[src/rtl/time_report_pkg.sv]
// -----------------------------------------------------------------------------
// time_report_pkg
// Shared declarations for the time-report transmitter: FSM state encoding,
// ASCII constants, report lengths and the decimal saturation helper.
// -----------------------------------------------------------------------------
package time_report_pkg;

    typedef enum logic [1:0] {
        IDLE = 2'd0,
        SEND = 2'd1,
        GAP  = 2'd2,
        FIN  = 2'd3
    } state_e;

    localparam logic [7:0] CR   = 8'h0D;
    localparam logic [7:0] LF   = 8'h0A;
    localparam logic [7:0] DOT  = 8'h2E;
    localparam logic [7:0] ZERO = 8'h30;

    // "HH:MM:SS\r\n" and "HH:MM:SS.CC\r\n"
    localparam logic [3:0] LEN_HMS  = 4'd10;
    localparam logic [3:0] LEN_HMSC = 4'd13;

    // Clamp a field to the largest two-digit decimal value.
    function automatic logic [6:0] sat99(input logic [6:0] v);
        if (v > 7'd99) begin
            return 7'd99;
        end else begin
            return v;
        end
    endfunction

endpackage

[src/rtl/time_report_if.sv]
// -----------------------------------------------------------------------------
// time_report_if
// Byte-push link between the time-report transmitter and the UART TX FIFO.
//   tx_full : FIFO full flag (FIFO -> transmitter)
//   tx_push : one-cycle push strobe per byte (transmitter -> FIFO)
//   tx_data : ASCII byte, valid while tx_push is high (transmitter -> FIFO)
// -----------------------------------------------------------------------------
interface time_report_if;
    logic       tx_full;
    logic       tx_push;
    logic [7:0] tx_data;

    modport master (input tx_full, output tx_push, output tx_data);
    modport slave  (output tx_full, input tx_push, input tx_data);
endinterface

[src/rtl/bin2ascii2.sv]
// -----------------------------------------------------------------------------
// bin2ascii2
// Combinational converter: 7-bit binary value to two zero-padded ASCII
// decimal digits. Values of 100 and above are shown as "99".
//   bin_i  : binary field value
//   tens_o : ASCII tens digit
//   ones_o : ASCII ones digit
// -----------------------------------------------------------------------------
module bin2ascii2
    import time_report_pkg::*;
(
    input  logic [6:0] bin_i,
    output logic [7:0] tens_o,
    output logic [7:0] ones_o
);

    logic [6:0] sat_s;

    // Saturate, then split into decimal digits offset by ASCII '0'.
    always_comb begin
        sat_s  = sat99(bin_i);
        tens_o = ZERO + 8'(sat_s / 7'd10);
        ones_o = ZERO + 8'(sat_s % 7'd10);
    end

endmodule

[src/rtl/time_report_tx.sv]
// -----------------------------------------------------------------------------
// time_report_tx
// On a single-cycle request, snapshots the watch time and pushes it into the
// UART TX FIFO as "HH:MM:SS\r\n" (or "HH:MM:SS.CC\r\n" when the macro
// TIME_REPORT_CENTI_EN is defined), honouring the FIFO full flag and an
// optional inter-byte idle gap.
// Parameters:
//   SEP_CHAR : separator byte between HH/MM and MM/SS
//   CHAR_GAP : idle cycles inserted after every push except the last
// Ports:
//   clk    : rising-edge clock
//   rst    : asynchronous active-low reset
//   req    : report request (ignored unless idle)
//   i_hour, i_min, i_sec, i_cent : live time fields (binary)
//   tx     : FIFO push link (master side)
//   busy   : report in progress
//   done   : one-cycle pulse after the final byte
// -----------------------------------------------------------------------------
module time_report_tx
    import time_report_pkg::*;
#(
    parameter logic [7:0] SEP_CHAR = 8'h3A,
    parameter int         CHAR_GAP = 0
)
(
    input  logic          clk,
    input  logic          rst,
    input  logic          req,
    input  logic [4:0]    i_hour,
    input  logic [5:0]    i_min,
    input  logic [5:0]    i_sec,
    input  logic [6:0]    i_cent,
    time_report_if.master tx,
    output logic          busy,
    output logic          done
);

`ifdef TIME_REPORT_CENTI_EN
    localparam logic [3:0] REPORT_LEN = LEN_HMSC;
`else
    localparam logic [3:0] REPORT_LEN = LEN_HMS;
`endif
    localparam logic [3:0] LAST_IDX = REPORT_LEN - 4'd1;

    // Gap counter sized for CHAR_GAP-1 with a one-bit floor.
    localparam int             GW         = (CHAR_GAP > 1) ? $clog2(CHAR_GAP) : 1;
    localparam int             GAP_LOAD_I = (CHAR_GAP > 0) ? (CHAR_GAP - 1) : 0;
    localparam logic [GW-1:0]  GAP_LOAD   = GW'(GAP_LOAD_I);

    state_e        state_q;
    logic [3:0]    idx_q;
    logic [GW-1:0] gap_q;
    logic          busy_q;
    logic          done_q;
    logic [4:0]    hour_q;
    logic [5:0]    min_q;
    logic [5:0]    sec_q;
`ifdef TIME_REPORT_CENTI_EN
    logic [6:0]    cent_q;
`else
    logic          unused_cent_s;
    assign unused_cent_s = ^i_cent;
`endif

    logic       push_s;
    logic [6:0] field_s;
    logic [7:0] tens_s;
    logic [7:0] ones_s;
    logic [7:0] byte_s;
    logic [7:0] data_s;

    // Push is combinational on tx_full so a full FIFO stalls in the same cycle.
    always_comb begin
        push_s = 1'b0;
        if (state_q == SEND) begin
            push_s = ~tx.tx_full;
        end else begin
            push_s = 1'b0;
        end
    end

    // Select the snapshot field whose digit is emitted at the current index.
    always_comb begin
        field_s = 7'd0;
        case (idx_q)
            4'd0, 4'd1: field_s = 7'(hour_q);
            4'd3, 4'd4: field_s = 7'(min_q);
            4'd6, 4'd7: field_s = 7'(sec_q);
`ifdef TIME_REPORT_CENTI_EN
            4'd9, 4'd10: field_s = cent_q;
`endif
            default: field_s = 7'd0;
        endcase
    end

    bin2ascii2 u_bin2ascii2 (
        .bin_i  (field_s),
        .tens_o (tens_s),
        .ones_o (ones_s)
    );

    // Map the byte index onto the report layout.
    always_comb begin
        byte_s = 8'h00;
`ifdef TIME_REPORT_CENTI_EN
        case (idx_q)
            4'd0, 4'd3, 4'd6, 4'd9:  byte_s = tens_s;
            4'd1, 4'd4, 4'd7, 4'd10: byte_s = ones_s;
            4'd2, 4'd5:              byte_s = SEP_CHAR;
            4'd8:                    byte_s = DOT;
            4'd11:                   byte_s = CR;
            4'd12:                   byte_s = LF;
            default:                 byte_s = 8'h00;
        endcase
`else
        case (idx_q)
            4'd0, 4'd3, 4'd6: byte_s = tens_s;
            4'd1, 4'd4, 4'd7: byte_s = ones_s;
            4'd2, 4'd5:       byte_s = SEP_CHAR;
            4'd8:             byte_s = CR;
            4'd9:             byte_s = LF;
            default:          byte_s = 8'h00;
        endcase
`endif
    end

    // Data is forced to zero outside SEND so the bus is quiet when idle.
    always_comb begin
        data_s = 8'h00;
        if (state_q == SEND) begin
            data_s = byte_s;
        end else begin
            data_s = 8'h00;
        end
    end

    assign tx.tx_push = push_s;
    assign tx.tx_data = data_s;
    assign busy       = busy_q;
    assign done       = done_q;

    // Report FSM: snapshot, byte sequencing, gap timing and status flags.
    always_ff @(posedge clk or negedge rst) begin
        if (!rst) begin
            state_q <= IDLE;
            idx_q   <= 4'd0;
            gap_q   <= {GW{1'b0}};
            busy_q  <= 1'b0;
            done_q  <= 1'b0;
            hour_q  <= 5'd0;
            min_q   <= 6'd0;
            sec_q   <= 6'd0;
`ifdef TIME_REPORT_CENTI_EN
            cent_q  <= 7'd0;
`endif
        end else begin
            done_q <= 1'b0;
            case (state_q)
                IDLE: begin
                    if (req) begin
                        hour_q  <= i_hour;
                        min_q   <= i_min;
                        sec_q   <= i_sec;
`ifdef TIME_REPORT_CENTI_EN
                        cent_q  <= i_cent;
`endif
                        idx_q   <= 4'd0;
                        busy_q  <= 1'b1;
                        state_q <= SEND;
                    end else begin
                        state_q <= IDLE;
                    end
                end
                SEND: begin
                    if (push_s) begin
                        if (idx_q == LAST_IDX) begin
                            idx_q   <= 4'd0;
                            busy_q  <= 1'b0;
                            done_q  <= 1'b1;
                            state_q <= FIN;
                        end else begin
                            idx_q <= idx_q + 4'd1;
                            if (CHAR_GAP > 0) begin
                                gap_q   <= GAP_LOAD;
                                state_q <= GAP;
                            end else begin
                                state_q <= SEND;
                            end
                        end
                    end else begin
                        state_q <= SEND;
                    end
                end
                GAP: begin
                    if (gap_q == {GW{1'b0}}) begin
                        state_q <= SEND;
                    end else begin
                        gap_q <= gap_q - GW'(1);
                    end
                end
                FIN: begin
                    state_q <= IDLE;
                end
                default: begin
                    busy_q  <= 1'b0;
                    state_q <= IDLE;
                end
            endcase
        end
    end

endmodule

[src/flat_wrapper.sv]
// flat-port wrapper written by rule: the top's interface ports become plain ports
module time_report_tx_flat import time_report_pkg::*;
#(
    parameter logic [7:0] SEP_CHAR = 8'h3A,
    parameter int         CHAR_GAP = 0
)
  (clk, rst, req, i_hour, i_min, i_sec, i_cent, busy, done, tx_tx_full, tx_tx_push, tx_tx_data);
  time_report_if tx_i ();
  input  logic clk;
  input  logic rst;
  input  logic req;
  input  logic [4:0] i_hour;
  input  logic [5:0] i_min;
  input  logic [5:0] i_sec;
  input  logic [6:0] i_cent;
  output logic busy;
  output logic done;
  input wire logic [$bits(tx_i.tx_full)-1:0] tx_tx_full;
  output wire logic [$bits(tx_i.tx_push)-1:0] tx_tx_push;
  output wire logic [$bits(tx_i.tx_data)-1:0] tx_tx_data;
  assign tx_i.tx_full = tx_tx_full;
  assign tx_tx_push = tx_i.tx_push;
  assign tx_tx_data = tx_i.tx_data;
  time_report_tx #(.SEP_CHAR(SEP_CHAR), .CHAR_GAP(CHAR_GAP)) u_core (.clk(clk), .rst(rst), .req(req), .i_hour(i_hour), .i_min(i_min), .i_sec(i_sec), .i_cent(i_cent), .tx(tx_i), .busy(busy), .done(done));
endmodule
[config.mk]
export PLATFORM = sky130hd
export DESIGN_NAME = time_report_tx_flat
export DESIGN_NICKNAME = d
export VERILOG_FILES = /design/src/rtl/time_report_pkg.sv /design/src/rtl/time_report_if.sv /design/src/rtl/bin2ascii2.sv /design/src/rtl/time_report_tx.sv /design/src/flat_wrapper.sv
export SDC_FILE = /design/constraint.sdc
export NUM_CORES = 1
export LEC_CHECK = 0
export ABC_CLOCK_PERIOD_IN_PS = 16580
export CELL_PAD_IN_SITES_DETAIL_PLACEMENT = 0
export CELL_PAD_IN_SITES_GLOBAL_PLACEMENT = 1
export CORE_MARGIN = 2
export CORE_UTILIZATION = 25
export DETAILED_ROUTE_END_ITERATION = 6
export PLACE_DENSITY_LB_ADDON = 0.3
export SETUP_SLACK_MARGIN = 0.15
export SLEW_MARGIN = 30
export SYNTH_ARGS = -nofsm -noshare
export SYNTH_HDL_FRONTEND = slang
export SYNTH_HIERARCHICAL = 1
export SYNTH_SLANG_ARGS = --single-unit
export TNS_END_PERCENT = 10
[constraint.sdc]
create_clock -name clk -period 16.58 [get_ports clk]
set_input_delay 2.487 -clock clk [delete_from_list [all_inputs] [get_ports clk]]
set_output_delay 2.487 -clock clk [all_outputs]
set_load 0.02 [all_outputs]
---- After elaboration in Yosys (flattened, before gate mapping) ----
Cells that the tools add are included.
operators by class
  $add $sub $neg .......................... 4
  div/mod/pow operators ................... 2
  magnitude comparators ................... 1
  eq/ne operators ......................... 16
  multiplexer cells ....................... 22
  bitwise gates (word level) .............. 1
  reductions and logical operators ........ 12
operators by type and width
  cell                   number
  $pmux W8 S5            1
  $pmux W6 S3            1
  $add A6 B8 Y8 const A  2
  $eq A4 B3 Y1 const B   4
  $mux W4                3
  $mux W1                9
  $div A7 B4 Y8 const B  1
  $eq A4 B2 Y1 const B   2
  $eq A4 B4 Y1 const B   2
  $mod A7 B4 Y8 const B  1
  $mux W8                1
  $ne A2 B2 Y1 const B   4
  $pmux W2 S4            1
  $pmux W4 S2            1
  $reduce_or A2 Y1       4
  $gt A6 B7 Y1 const B   1
  $mux W7                1
  $mux W2                3
  $reduce_or A3 Y1       2
  $add A4 B1 Y4 const B  1
  $eq A2 B2 Y1 const B   2
  $eq A4 B1 Y1 const B   1
  $logic_not A4 Y1       1
  $reduce_and A4 Y1      1
  8 further kinds        8
storage, ports and cells
  bits in registers ....................... 26
  output and inout bits ................... 11
  word-level logic and storage cells ...... 66

---- Depth between registers and ports, before layout ----
  depth after elaboration ................. 9
  gate-level depth with buffers ........... 29
  gate-level depth less buffers ........... 27

---- Hierarchy ----
Netlist, hierarchy kept.
by module, submodules not included
  module          instances  cells an instance  area an instance (µm²)
  time_report_tx  1          160                1574.0
  bin2ascii2      1          145                978.4

---- Least setup slack after synthesis ----
Ideal clock, no wire load.
  path type ............................... register to output
  from .................................... register u_core.idx_q[2]
  to ...................................... output tx_tx_data[7]
  arrival ................................. 4.711 ns
  data required time ...................... 14.093 ns
  slack ................................... 9.382 ns
  cell stages (with the launch flop) ...... 22
  buffers on the path ..................... 1
  path through ............................ dfrtp_1 -> inv_2 -> or3_4 -> a21oi_4 -> a22o_1 -> buf_2 -> inv_1 -> ha_1 -> nor2b_1 -> nor2_1 -> a21oi_1 -> a21o_1 -> nand2_1 -> xor2_1 -> ha_1 -> a21oi_1 -> o2bb2a_1 -> a211o_1 -> a311o_1 -> mux2_2 -> a22oi_1 -> a21oi_1
on the way
  word-level cells in the longest chain between the ends .. 9
  elaborated cells between the ends (all ways) .. 25
  those cells by class .................... 2 x add/sub; 2 x div; 1 x order compare; 9 x eq/ne; 4 x mux; 7 x reduce/logical
ends and longest elaborated chain
  element                               line                   source
  from (decl)                           time_report_tx.sv:51   logic [3:0] idx_q;
  from (signal assigned)                time_report_tx.sv:182  idx_q <= idx_q + 4'd1;
  $eq A4 B3 Y1 (tied with other cells)  time_report_tx.sv:85   case (idx_q)
  $reduce_or A2 Y1                      time_report_tx.sv:85
  $pmux W6 S3 (*)                       time_report_tx.sv:85
  net u_core.field_s[5]                 time_report_tx.sv:66   logic [6:0] field_s;
  $gt A6 B7 Y1                          time_report_pkg.sv:26  if (v > 7'd99) begin
  $mux W7 (*)                           time_report_pkg.sv:26
  $mod A7 B4 Y8 (*)                     bin2ascii2.sv:23       ones_o = ZERO + 8'(sat_s % 7'd10);
  $add A6 B8 Y8 (*)                     bin2ascii2.sv:23
  net u_core.ones_s[7]                  time_report_tx.sv:68   logic [7:0] ones_s;
  $pmux W8 S5 (*)                       time_report_tx.sv:116  case (idx_q)
  $mux W8 (*)                           time_report_tx.sv:130  if (state_q == SEND) begin
  to (decl)                             flat_wrapper.sv:20     output wire logic [$bits(tx_i.tx_data)-1:0] tx_tx_data;
The timed path passes the listed nets; every way through them passes the cells marked *.

---- Final worst setup path ----
  from .................................... register u_core.idx_q[0]
  to ...................................... output tx_tx_data[7]
Same word-level chain as after synthesis.

==> results by group <==
Route
  • Via density per instance: 5.079
  • Drt total wl: 6.319 mm
  • Vias post-DR: 2,306
  • Routed Antenna Nets: 0
  • Initial DRC Count: 136
  • Wire per inst: 13.92 µm
  • Detailed Routing Iterations Pass 1: 4
  • DRC: 0

Timing
  • RSZ-0062 raised after global routing: no
  • Min Hold Slack: 0.5110 ns
  • Final Slew Violations: 0
  • Setup_tns: 0 ns
  • Fmax: 108.5 MHz
  • Final hold vios: 0
  • Fin crit period: 9.219 ns
  • Relative slew slack: 40.13%
  • Slew @ Worst Pin: 0.8981 ns
  • Final worst slack: 7.361 ns
  • Final worst-path cycle share: 55.60%
  • Final Skew: 0.004581 ns
  • # setup viols final: 0

Synthesis
  • Cells after synthesis: 305
  • Yosys top cell by area: dfrtp_1
  • Ys async rst share: 100.0%
  • Top FF cell, synth: dfrtp_1
  • Avg Cell Area, Syn: 8.369 µm²
  • Post-Synth Simple-Gate Area: 19.56%
  • Compound-gate portion of the synthesized area: 30.64%
  • Multiplexer share of the synthesized area: 11.62%
  • Register area share after synthesis: 24.51%
  • Synth warn: 6
  • Top cells by area, synth: dfrtp_1 (25%), mux2_2 (9.3%), o21ai_0 (4.1%)
  • Post-Synth XOR/XNOR Area: 2.059%
  • Largest family of logic cells by synthesized area: compound AO/OA/AOI/OAI gates
  • #FFs+latches synth: 25
  • Syn Std Cell Area: 2552 µm²
  • Yosys top cell area share: 24.51%
  • EDFF count, synth: 0
  • Cell variety after synth: 67
  • Adder-cell share of the synthesized area: 3.431%

Clocking
  • Cts hold-fix bufs: 0
  • Total CTS buffers: 3
  • CTS tree: done
  • Post-CTS Repair Setup Buffers: 0
  • Clk Latency, worst-skew pair: 0.27 ns
  • Htree depth: 1
  • Clock root buffer: clkbuf_8
  • Clk sinks: 25
  • CTS clk-pin slew, worst paths: 0.09 ns
  • Post-cts gate resize count: 0
  • Max clock buf depth: 2

GRT
  • Vias in the first global route: 2,184
  • Grt total ovfl: 0
  • Initial antenna violation count: 0
  • Largest net degree at the start of global routing: 27
  • Total GRT Usage: 11.58%
  • First-pass GRT wire length: 10.89 mm

Setup path
  • FF-to-FF End: u_core/idx_q[3]
  • Crit path cell chain: nand3_1 -> a21oi_4 -> a22o_1 -> inv_1 -> ha_1 -> nor2b_1 -> nor2_1 -> a21oi_1 -> a21o_1 -> nand2_1 -> xor2_1 -> ha_1 -> a21oi_1 -> o2bb2a_1 -> a211o_1 -> a311o_1 -> mux2_2 -> a22oi_1 -> a21oi_1 -> clkdlybuf4s50_1
  • Startpoint types: flop
  • Critical path's top delay family: compound AO/OA/AOI/OAI gates
  • CP bufs+invs: 2
  • CP Max Fanout: 26
  • R2R Setup Slk: 14.63 ns
  • CP Depth: 20
  • Worst Reg2Reg Path Length in Cells: 4
  • WP data arrival: 6.73 ns
  • Crit-path slowest cell: dfrtp_1
  • WS Path Type: reg2out
  • CP most frequent cell: a21oi_1
  • CP peak stage delay: 0.94 ns
  • Critical register-to-register path startpoint: u_core/idx_q[0]
  • WP data required: 14.09 ns
  • Worst Setup End Kind: primary output

Floorplanning
  • Row count: 36
  • Core area: 9864 µm²
  • IO Count: 39
  • Starting density of the core: 25.88%
  • Die height: 105.0 µm
  • Die width: 105.0 µm
  • Die ar.: 11,030 µm²

Min path
  • Hold path depth: 1
  • WHS Endpoint: u_core/min_q[3]
  • Hold Crit Start: u_core/min_q[3]
  • HP Class: reg2reg

Placement
  • DP Wirelength: 4.760 mm
  • Buffers on Ports: 31
  • Pre-CTS setup slack: 7.717 ns
  • Gpl congestion: 0.7360

Finish
  • Commonest non-fill, non-tap cells in the layout: clkdlybuf4s50_1 (31), dfrtp_1 (25), nand2_1 (24)
  • Antenna diodes: 0
  • # fillers: 1,076
  • Area grow syn2layout: 15.54%
  • Most common cell after layout, fill and taps aside: clkdlybuf4s50_1
  • Share of cells above drive strength 1: 13.71%
  • Nets@finish: 357

Run status
  • Status: finished clean

Flow run
  • Max cap viols: 0
==> synthesized netlist by cell type, types with 2 or more instances <==
cell type / count
a22o_1: 6
xnor2_1: 4
buf_4: 9
and2_1: 4
nor4_1: 2
o31ai_1: 3
o211ai_1: 2
o31ai_2: 2
nor2b_1: 6
a211oi_1: 5
a22oi_1: 3
mux2_2: 21
o21a_1: 2
nand2b_1: 7
a211o_1: 3
o221ai_1: 2
a31o_2: 2
o21ai_0: 21
ha_1: 7
nor2_1: 21
nor3_1: 9
dfrtp_1: 25
conb_1: 3
clkbuf_1: 3
a21oi_1: 20
nand3_1: 6
nand2_1: 24
inv_1: 12
and3_1: 2
xor2_1: 2
buf_6: 2
inv_2: 3
nand4_1: 4
a21o_1: 12
a311o_1: 2
buf_2: 8
mux2i_1: 6
==> cell type report <==
cell class	count	area (µm²)	area share, %
sequential	25	625.6	21.21
clock inverter	1	5.005	0.1697
inverter	15	56.30	1.909
multi-input combinational	245	1737	58.89
timing repair buffer	32	317.8	10.78
clock buffer	3	41.29	1.400
tap	133	166.4	5.643
==> sequential cells by signal, summed over array words and instances, names as in the netlist <==
register        flops
u_core/min_q        6
u_core/sec_q        6
u_core/hour_q       5
u_core/idx_q        4
u_core/state_q      2
u_core/busy         1
u_core/done         1
==> metrics by stage <==
stage	instances	utilization [%]	area, µm²
2_1_floorplan	307	-	2560
3_3_place_gp	450	29.43	2903
3_5_place_dp	450	29.43	2903
4_1_cts	454	29.90	2949
5_1_grt	454	29.90	2949
6_report	454	29.90	2949
==> routing by layer <==
metal	share of wire, %	global-route usage, %	up-vias
li1	-	-	1155
met2	46	19.16	54
met5	0	0	-
met3	3.0	0.7486	2
met4	0.25	1.714	0
met1	50	16.81	1095
==> logic make-up after synthesis <==
family / after synthesis
flops: 25
fa+ha+maj: 7
other cells: 3
mux: 27
simple gates: 96
buf+inv: 37
compound gates: 104
xor+xnor: 6
==> worst max-delay path by stage <==
stage | from | endpoint
floorplan | u_core/idx_q[2] | tx_tx_data[7]
global placement | u_core/idx_q[0] | tx_tx_data[7]
detailed placement | u_core/idx_q[0] | tx_tx_data[7]
CTS | u_core/idx_q[0] | tx_tx_data[7]
global route | u_core/idx_q[0] | tx_tx_data[6]
finish | u_core/idx_q[0] | tx_tx_data[7]
==> worst register-to-register path: stages, from the launching register on <==
cell and delay, ns:
dfrtp_1 0.94, nand2_1 0.22, a2111oi_0 0.41, o21ai_0 0.13
o21ai_0 0.16
Power is left out: the tool's default activity adds up to more than one toggle a clock period on the data nets, which glitch-free logic cannot reach.
